<file path="src/rtl/wb_grf_if.sv">
// Bus between the M->W pipeline register / D-stage read ports and the
// write-back + register file block.
interface wb_grf_if;
    logic [31:0] W_instr;
    logic [31:0] W_PC8;
    logic        W_CMP_result;
    logic [31:0] W_ALU_result;
    logic [31:0] W_MEM_read_data;
    logic [4:0]  D_rs_addr;
    logic [4:0]  D_rt_addr;
    logic [31:0] D_rs_data;
    logic [31:0] D_rt_data;
    logic        W_wb_en;
    logic [4:0]  W_wb_addr;
    logic [31:0] W_wb_data;
    logic [31:0] W_wb_pc;

    modport master (
        output W_instr, W_PC8, W_CMP_result, W_ALU_result, W_MEM_read_data,
        output D_rs_addr, D_rt_addr,
        input  D_rs_data, D_rt_data, W_wb_en, W_wb_addr, W_wb_data, W_wb_pc
    );

    modport slave (
        input  W_instr, W_PC8, W_CMP_result, W_ALU_result, W_MEM_read_data,
        input  D_rs_addr, D_rt_addr,
        output D_rs_data, D_rt_data, W_wb_en, W_wb_addr, W_wb_data, W_wb_pc
    );
endinterface

</file>
<file path="src/rtl/wb_grf.sv">
// MIPS write-back stage: decodes destination/source of the W instruction and
// commits into a 32x32 register file with write-to-read bypass on both ports.
module wb_grf (
    input  logic   clk,
    input  logic   reset,
    wb_grf_if.slave bus
);
    typedef enum logic [1:0] {SRC_ALU, SRC_MEM, SRC_PC8} wb_src_t;

    logic [31:0] regs [32];

    logic [5:0]  opcode;
    logic [5:0]  funct;
    logic [4:0]  rt;
    logic [4:0]  rd;
    logic        has_dst;
    logic [4:0]  dst;
    wb_src_t     src;
    logic [31:0] src_data;
    logic        wb_en;

    assign opcode = bus.W_instr[31:26];
    assign rt     = bus.W_instr[20:16];
    assign rd     = bus.W_instr[15:11];
    assign funct  = bus.W_instr[5:0];

    always_comb begin
        has_dst = 1'b0;
        dst     = '0;
        src     = SRC_ALU;
        case (opcode)
            6'b000000: begin
                if (funct == 6'b100001 || funct == 6'b100011 || funct == 6'b000000) begin
                    has_dst = 1'b1;
                    dst     = rd;
                end
            end
            6'b001101, 6'b001111: begin
                has_dst = 1'b1;
                dst     = rt;
            end
            6'b100011: begin
                has_dst = 1'b1;
                dst     = rt;
                src     = SRC_MEM;
            end
            6'b000011: begin
                has_dst = 1'b1;
                dst     = 5'd31;
                src     = SRC_PC8;
            end
            6'b000001: begin
                // bgezal links only when the carried compare says taken
                if (rt == 5'b10001 && bus.W_CMP_result) begin
                    has_dst = 1'b1;
                    dst     = 5'd31;
                    src     = SRC_PC8;
                end
            end
            default: ;
        endcase
    end

    always_comb begin
        case (src)
            SRC_MEM: src_data = bus.W_MEM_read_data;
            SRC_PC8: src_data = bus.W_PC8;
            default: src_data = bus.W_ALU_result;
        endcase
    end

    assign wb_en         = has_dst && (dst != 5'd0);
    assign bus.W_wb_en   = wb_en;
    assign bus.W_wb_addr = wb_en ? dst : '0;
    assign bus.W_wb_data = wb_en ? src_data : '0;
    assign bus.W_wb_pc   = bus.W_PC8 - 32'd8;

    always_ff @(posedge clk or posedge reset) begin
        if (reset) begin
            for (int unsigned i = 0; i < 32; i++) begin
                regs[i] <= '0;
            end
        end else if (wb_en) begin
            regs[dst] <= src_data;
        end
    end

    function automatic logic [31:0] read_port(input logic [4:0] addr);
        if (addr == 5'd0)
            return '0;
        else if (wb_en && dst == addr)
            return src_data;
        else
            return regs[addr];
    endfunction

    assign bus.D_rs_data = read_port(bus.D_rs_addr);
    assign bus.D_rt_data = read_port(bus.D_rt_addr);
endmodule
</file>
<file path="src/flat_wrapper.sv">
// flat-port wrapper written by rule: the top's interface ports become plain ports
module wb_grf_flat 
  (clk, reset, bus_W_instr, bus_W_PC8, bus_W_CMP_result, bus_W_ALU_result, bus_W_MEM_read_data, bus_D_rs_addr, bus_D_rt_addr, bus_D_rs_data, bus_D_rt_data, bus_W_wb_en, bus_W_wb_addr, bus_W_wb_data, bus_W_wb_pc);
  wb_grf_if bus_i ();
  input  logic clk;
  input  logic reset;
  input wire logic [$bits(bus_i.W_instr)-1:0] bus_W_instr;
  input wire logic [$bits(bus_i.W_PC8)-1:0] bus_W_PC8;
  input wire logic [$bits(bus_i.W_CMP_result)-1:0] bus_W_CMP_result;
  input wire logic [$bits(bus_i.W_ALU_result)-1:0] bus_W_ALU_result;
  input wire logic [$bits(bus_i.W_MEM_read_data)-1:0] bus_W_MEM_read_data;
  input wire logic [$bits(bus_i.D_rs_addr)-1:0] bus_D_rs_addr;
  input wire logic [$bits(bus_i.D_rt_addr)-1:0] bus_D_rt_addr;
  output wire logic [$bits(bus_i.D_rs_data)-1:0] bus_D_rs_data;
  output wire logic [$bits(bus_i.D_rt_data)-1:0] bus_D_rt_data;
  output wire logic [$bits(bus_i.W_wb_en)-1:0] bus_W_wb_en;
  output wire logic [$bits(bus_i.W_wb_addr)-1:0] bus_W_wb_addr;
  output wire logic [$bits(bus_i.W_wb_data)-1:0] bus_W_wb_data;
  output wire logic [$bits(bus_i.W_wb_pc)-1:0] bus_W_wb_pc;
  assign bus_i.W_instr = bus_W_instr;
  assign bus_i.W_PC8 = bus_W_PC8;
  assign bus_i.W_CMP_result = bus_W_CMP_result;
  assign bus_i.W_ALU_result = bus_W_ALU_result;
  assign bus_i.W_MEM_read_data = bus_W_MEM_read_data;
  assign bus_i.D_rs_addr = bus_D_rs_addr;
  assign bus_i.D_rt_addr = bus_D_rt_addr;
  assign bus_D_rs_data = bus_i.D_rs_data;
  assign bus_D_rt_data = bus_i.D_rt_data;
  assign bus_W_wb_en = bus_i.W_wb_en;
  assign bus_W_wb_addr = bus_i.W_wb_addr;
  assign bus_W_wb_data = bus_i.W_wb_data;
  assign bus_W_wb_pc = bus_i.W_wb_pc;
  wb_grf u_core (.clk(clk), .reset(reset), .bus(bus_i));
endmodule
</file>
<file path="config.mk">
export PLATFORM = sky130hd
export DESIGN_NAME = wb_grf_flat
export DESIGN_NICKNAME = d
export VERILOG_FILES = /design/src/rtl/wb_grf_if.sv /design/src/rtl/wb_grf.sv /design/src/flat_wrapper.sv
export SDC_FILE = /design/constraint.sdc
export NUM_CORES = 2
export LEC_CHECK = 0
export CORE_UTILIZATION = 58
export DETAILED_ROUTE_END_ITERATION = 7
export MAX_ROUTING_LAYER = met4
export PLACE_DENSITY_LB_ADDON = 0.2
export SLEW_MARGIN = 10
export SYNTH_ARGS = -nofsm -noshare
export SYNTH_HDL_FRONTEND = slang
export SYNTH_SLANG_ARGS = --single-unit
</file>
<file path="constraint.sdc">
create_clock -name clk -period 42.6 [get_ports clk]
set_clock_uncertainty 0.2 [all_clocks]
set_input_delay 4.26 -clock clk [delete_from_list [all_inputs] [get_ports clk]]
set_output_delay 4.26 -clock clk [all_outputs]
set_load 0.01 [all_outputs]
</file>
==> results.sh <==
export IMPL_synth_seq_cells=1024
export IMPL_num_vias=39277
export IMPL_syn_nets=4342
export IMPL_cpMostUsedCell="buf_4"
export IMPL_p_leak_uw=0.0271
export IMPL_path_clk_slew_ns=0.06
export IMPL_htreeDepth=3
export IMPL_post_cts_resized=0
export IMPL_synth_compound_area_share_pct=8.61
export IMPL_avgSynthCellArea_sq_um=13.3
export IMPL_die_w_um=313
export IMPL_crit_fanout=33
export IMPL_fillers=6955
export IMPL_synth_edff_count=0
export IMPL_worstMarginPinSlew_ns=1.16
export IMPL_synthCells=4198
export IMPL_die_area_sq_um=97700
export IMPL_synthArstFlopShare_pct=100
export IMPL_drt_pass1_iterations=8
export IMPL_numCtsBuffers=109
export IMPL_p_clk_share_pct=42.3
export IMPL_cts_setup_buffers=0
export IMPL_biggestRegsByFlops="u_core.regs (1024)"
export IMPL_ys_warn_count=0
export IMPL_fp_row_count=113
export IMPL_cp_arrival_ns=9.83
export IMPL_drt_iter0_drc=4522
export IMPL_violations="design-rule violations"
export IMPL_setup_slack_ns=28.31
export IMPL_synthMuxAreaShare_pct=35.4
export IMPL_setup_viol=0
export IMPL_comb_power_share_pct=11.9
export IMPL_critPathCaptureType="output pin"
export IMPL_hold_violations=0
export IMPL_post_synth_top_count_cell="dfrtp_1"
export IMPL_dp_hpwl_mm=100
export IMPL_drc=6
export IMPL_cp_cell_sequence="clkdlybuf4s50_1, or4_4, a2111oi_4, a221o_1, buf_4, nor3b_4, buf_4, nor4_4, buf_4, and2_2, buf_4, a211oi_2, clkdlybuf4s50_1"
export IMPL_fmaxAchievable_mhz=70.0
export IMPL_coreArea_sq_um=95300
export IMPL_cp_slowest_stage_delay_ns=0.75
export IMPL_p_seq_share_pct=45.8
export IMPL_wl_per_cell_um=31.3
export IMPL_grt_pass1_vias=40267
export IMPL_placed_area_sq_um=59500
export IMPL_die_height_um=313
export IMPL_grt_remaining_overflow=0
export IMPL_nets=4376
export IMPL_ios=275
export IMPL_gp_congestion=0.841
export IMPL_ant_nets=0
export IMPL_finalPower_uw=2290
export IMPL_vias_per_cell=7.04
export IMPL_run_status="complete, but fails checks"
export IMPL_holdCritPathClass="flip-flop to flip-flop"
export IMPL_p_int_uw=1710
export IMPL_synthXorXnorAreaFrac_pct=0.454
export IMPL_ys_flop_type="dfrtp_1"
export IMPL_place_ws_ns=28.47
export IMPL_switchingPower_uw=580
export IMPL_routed_wl_mm=175
export IMPL_yosysSeqAreaShare_pct=45.8
export IMPL_yosysUniqueCellTypes=54
export IMPL_synthAdderAreaFrac_pct=0.0671
export IMPL_required_ns=38.14
export IMPL_critical_path_slowest_cell="buf_4"
export IMPL_cts_tree="built"
export IMPL_synth_largest_area_cell="dfrtp_1"
export IMPL_cts_sinks=1024
export IMPL_ys_top_cells_by_area="dfrtp_1, mux4_2, mux2_2, nand2_1, o21ai_0"
export IMPL_whs_ns=0.193
export IMPL_maxCapViolCount=0
export IMPL_synth_top_family_by_area="multiplexers"
export IMPL_synth_area_sq_um=56000
export IMPL_synthSimpleGateAreaFrac_pct=6.08
export IMPL_track_usage_pct=37.7
export IMPL_fin_tns_setup_ns=0
export IMPL_cp_start_kind="input pin"
export IMPL_root_buffer="clkbuf_16"
export IMPL_cts_buffer_depth=3
export IMPL_netlist_area_leader_share_pct=45.8
export IMPL_regMostFlops="u_core.regs"
export IMPL_rsz0062_at_grt="false"
export IMPL_powerDensity_nw_per_um2=36.3
export IMPL_stdcell_area_sq_um=63100
export IMPL_areaGrowthSynthToFinish_pct=12.7
export IMPL_grt_max_degree=169
export IMPL_synthTopCellsByCount="dfrtp_1, mux4_2, nand2_1"
export IMPL_antenna_found_initial=4
export IMPL_maxSlewHeadroom_pct=22.4
export IMPL_cts_hold_buf=0
export IMPL_clk_latency_ns=0.67
export IMPL_drv_slew=0
export IMPL_drive_above_1_share_pct=32.4
export IMPL_r2r_slack_ns=41.58
export IMPL_layout_worst_path_cycle_share_pct=33.5
export IMPL_path_class="input pin to output pin"
export IMPL_largest_reg_flops=1024
export IMPL_p_sw_share_pct=25.3
export IMPL_port_buffers=264
export IMPL_max_vdd_ir_drop_mv=0.0408
export IMPL_post_route_min_period_ns=14.29
export IMPL_grt_pass1_wl_mm=262
export IMPL_start_util_pct=58.7
-- metal layers --
layer / up-vias / routed length [um] / global-route usage [%]
met5: - / 0 / -
met4: 0 / 7180 / 14.9
met3: 479 / 18500 / 9.39
met2: 2157 / 82600 / 56.7
met1: 20596 / 66400 / 49.6
li1: 16045 / - / -
-- worst paths after layout --
| check | depth (start not counted) | end | start |
|---|---|---|---|
| worst max-delay path | 13 | bus_D_rt_data[18] | bus_W_instr[29] |
| worst min-delay path | 0 | u_core.regs[998]$_DFFE_PP0P_ | u_core.regs[998]$_DFFE_PP0P_ |
| worst max register to register | 1 | u_core.regs[3]$_DFFE_PP0P_ | u_core.regs[3]$_DFFE_PP0P_ |
| worst min register to register | 0 | u_core.regs[998]$_DFFE_PP0P_ | u_core.regs[998]$_DFFE_PP0P_ |
| max in group asynchronous | 5 | u_core.regs[0]$_DFFE_PP0P_ | reset |
| min in group asynchronous | 2 | u_core.regs[1021]$_DFFE_PP0P_ | reset |
-- worst max-delay path: cells and delay by family --
kind | cells | cell delay, ns
buffers and inverters | 6 | 3.00
AO/OA/AOI/OAI | 3 | 1.00
AND/OR/NAND/NOR | 4 | 1.48
-- logic make-up (layout without fill, tap and decap cells) --
family / after synthesis / in the layout
multiplexers: 1120 / 1120
flip-flops: 1024 / 1024
AND/OR/NAND/NOR: 780 / 780
AO/OA/AOI/OAI: 769 / 769
buffers and inverters: 473 / 590
XOR/XNOR: 29 / 29
adder cells (fa/ha/maj): 3 / 3
other: 0 / 3
-- through the flow --
step,cells,utilization [%]
finish,5583,66.2
global route,5583,66.2
CTS,5580,66.2
detailed placement,5386,62.4
global placement,5386,62.4
floorplan,4198,-
-- final cells by class --
type	instances	area (sq um)	area share [%]
multi-input combinational	2701	28600	45.3
tap	1265	1580	2.51
clock inverter	26	323	0.512
inverter	12	52.6	0.0833
antenna	3	7.51	0.0119
sequential	1024	25600	40.6
timing repair buffer	384	3630	5.75
clock buffer	168	3320	5.26
-- power groups by stage --
| stage | clock, uW | combinational, uW | sequential [uW] |
|---|---|---|---|
| after floorplan | 0 | 182 | 1060 |
| after global placement | 0 | 267 | 1060 |
| after detailed placement | 0 | 272 | 1060 |
| after CTS | 976 | 272 | 1050 |
| after global routing | 1010 | 292 | 1050 |
| final | 970 | 273 | 1050 |
-- cell usage in the layout (no fill, tap or decap), types with 9 or more instances in the layout --
cell type | synthesis | layout
a211oi_1 | 11 | 11
a211oi_2 | 61 | 61
a221oi_1 | 64 | 64
a22oi_1 | 36 | 36
and3_1 | 13 | 13
buf_4 | 26 | 118
clkbuf_1 | 308 | 24
clkbuf_16 | 0 | 111
clkbuf_8 | 0 | 33
clkdlybuf4s50_1 | 0 | 254
clkinv_2 | 0 | 13
dfrtp_1 | 1024 | 1024
mux2_1 | 132 | 132
mux2_2 | 348 | 348
mux4_2 | 640 | 640
nand2_1 | 567 | 563
nor2_1 | 54 | 49
nor2_4 | 0 | 13
nor2b_1 | 67 | 65
nor3_1 | 12 | 12
o21a_1 | 32 | 32
o21ai_0 | 309 | 306
o21ai_1 | 236 | 239
xnor2_1 | 9 | 9
xor2_1 | 20 | 20
Power figures use the tool's default switching activity.
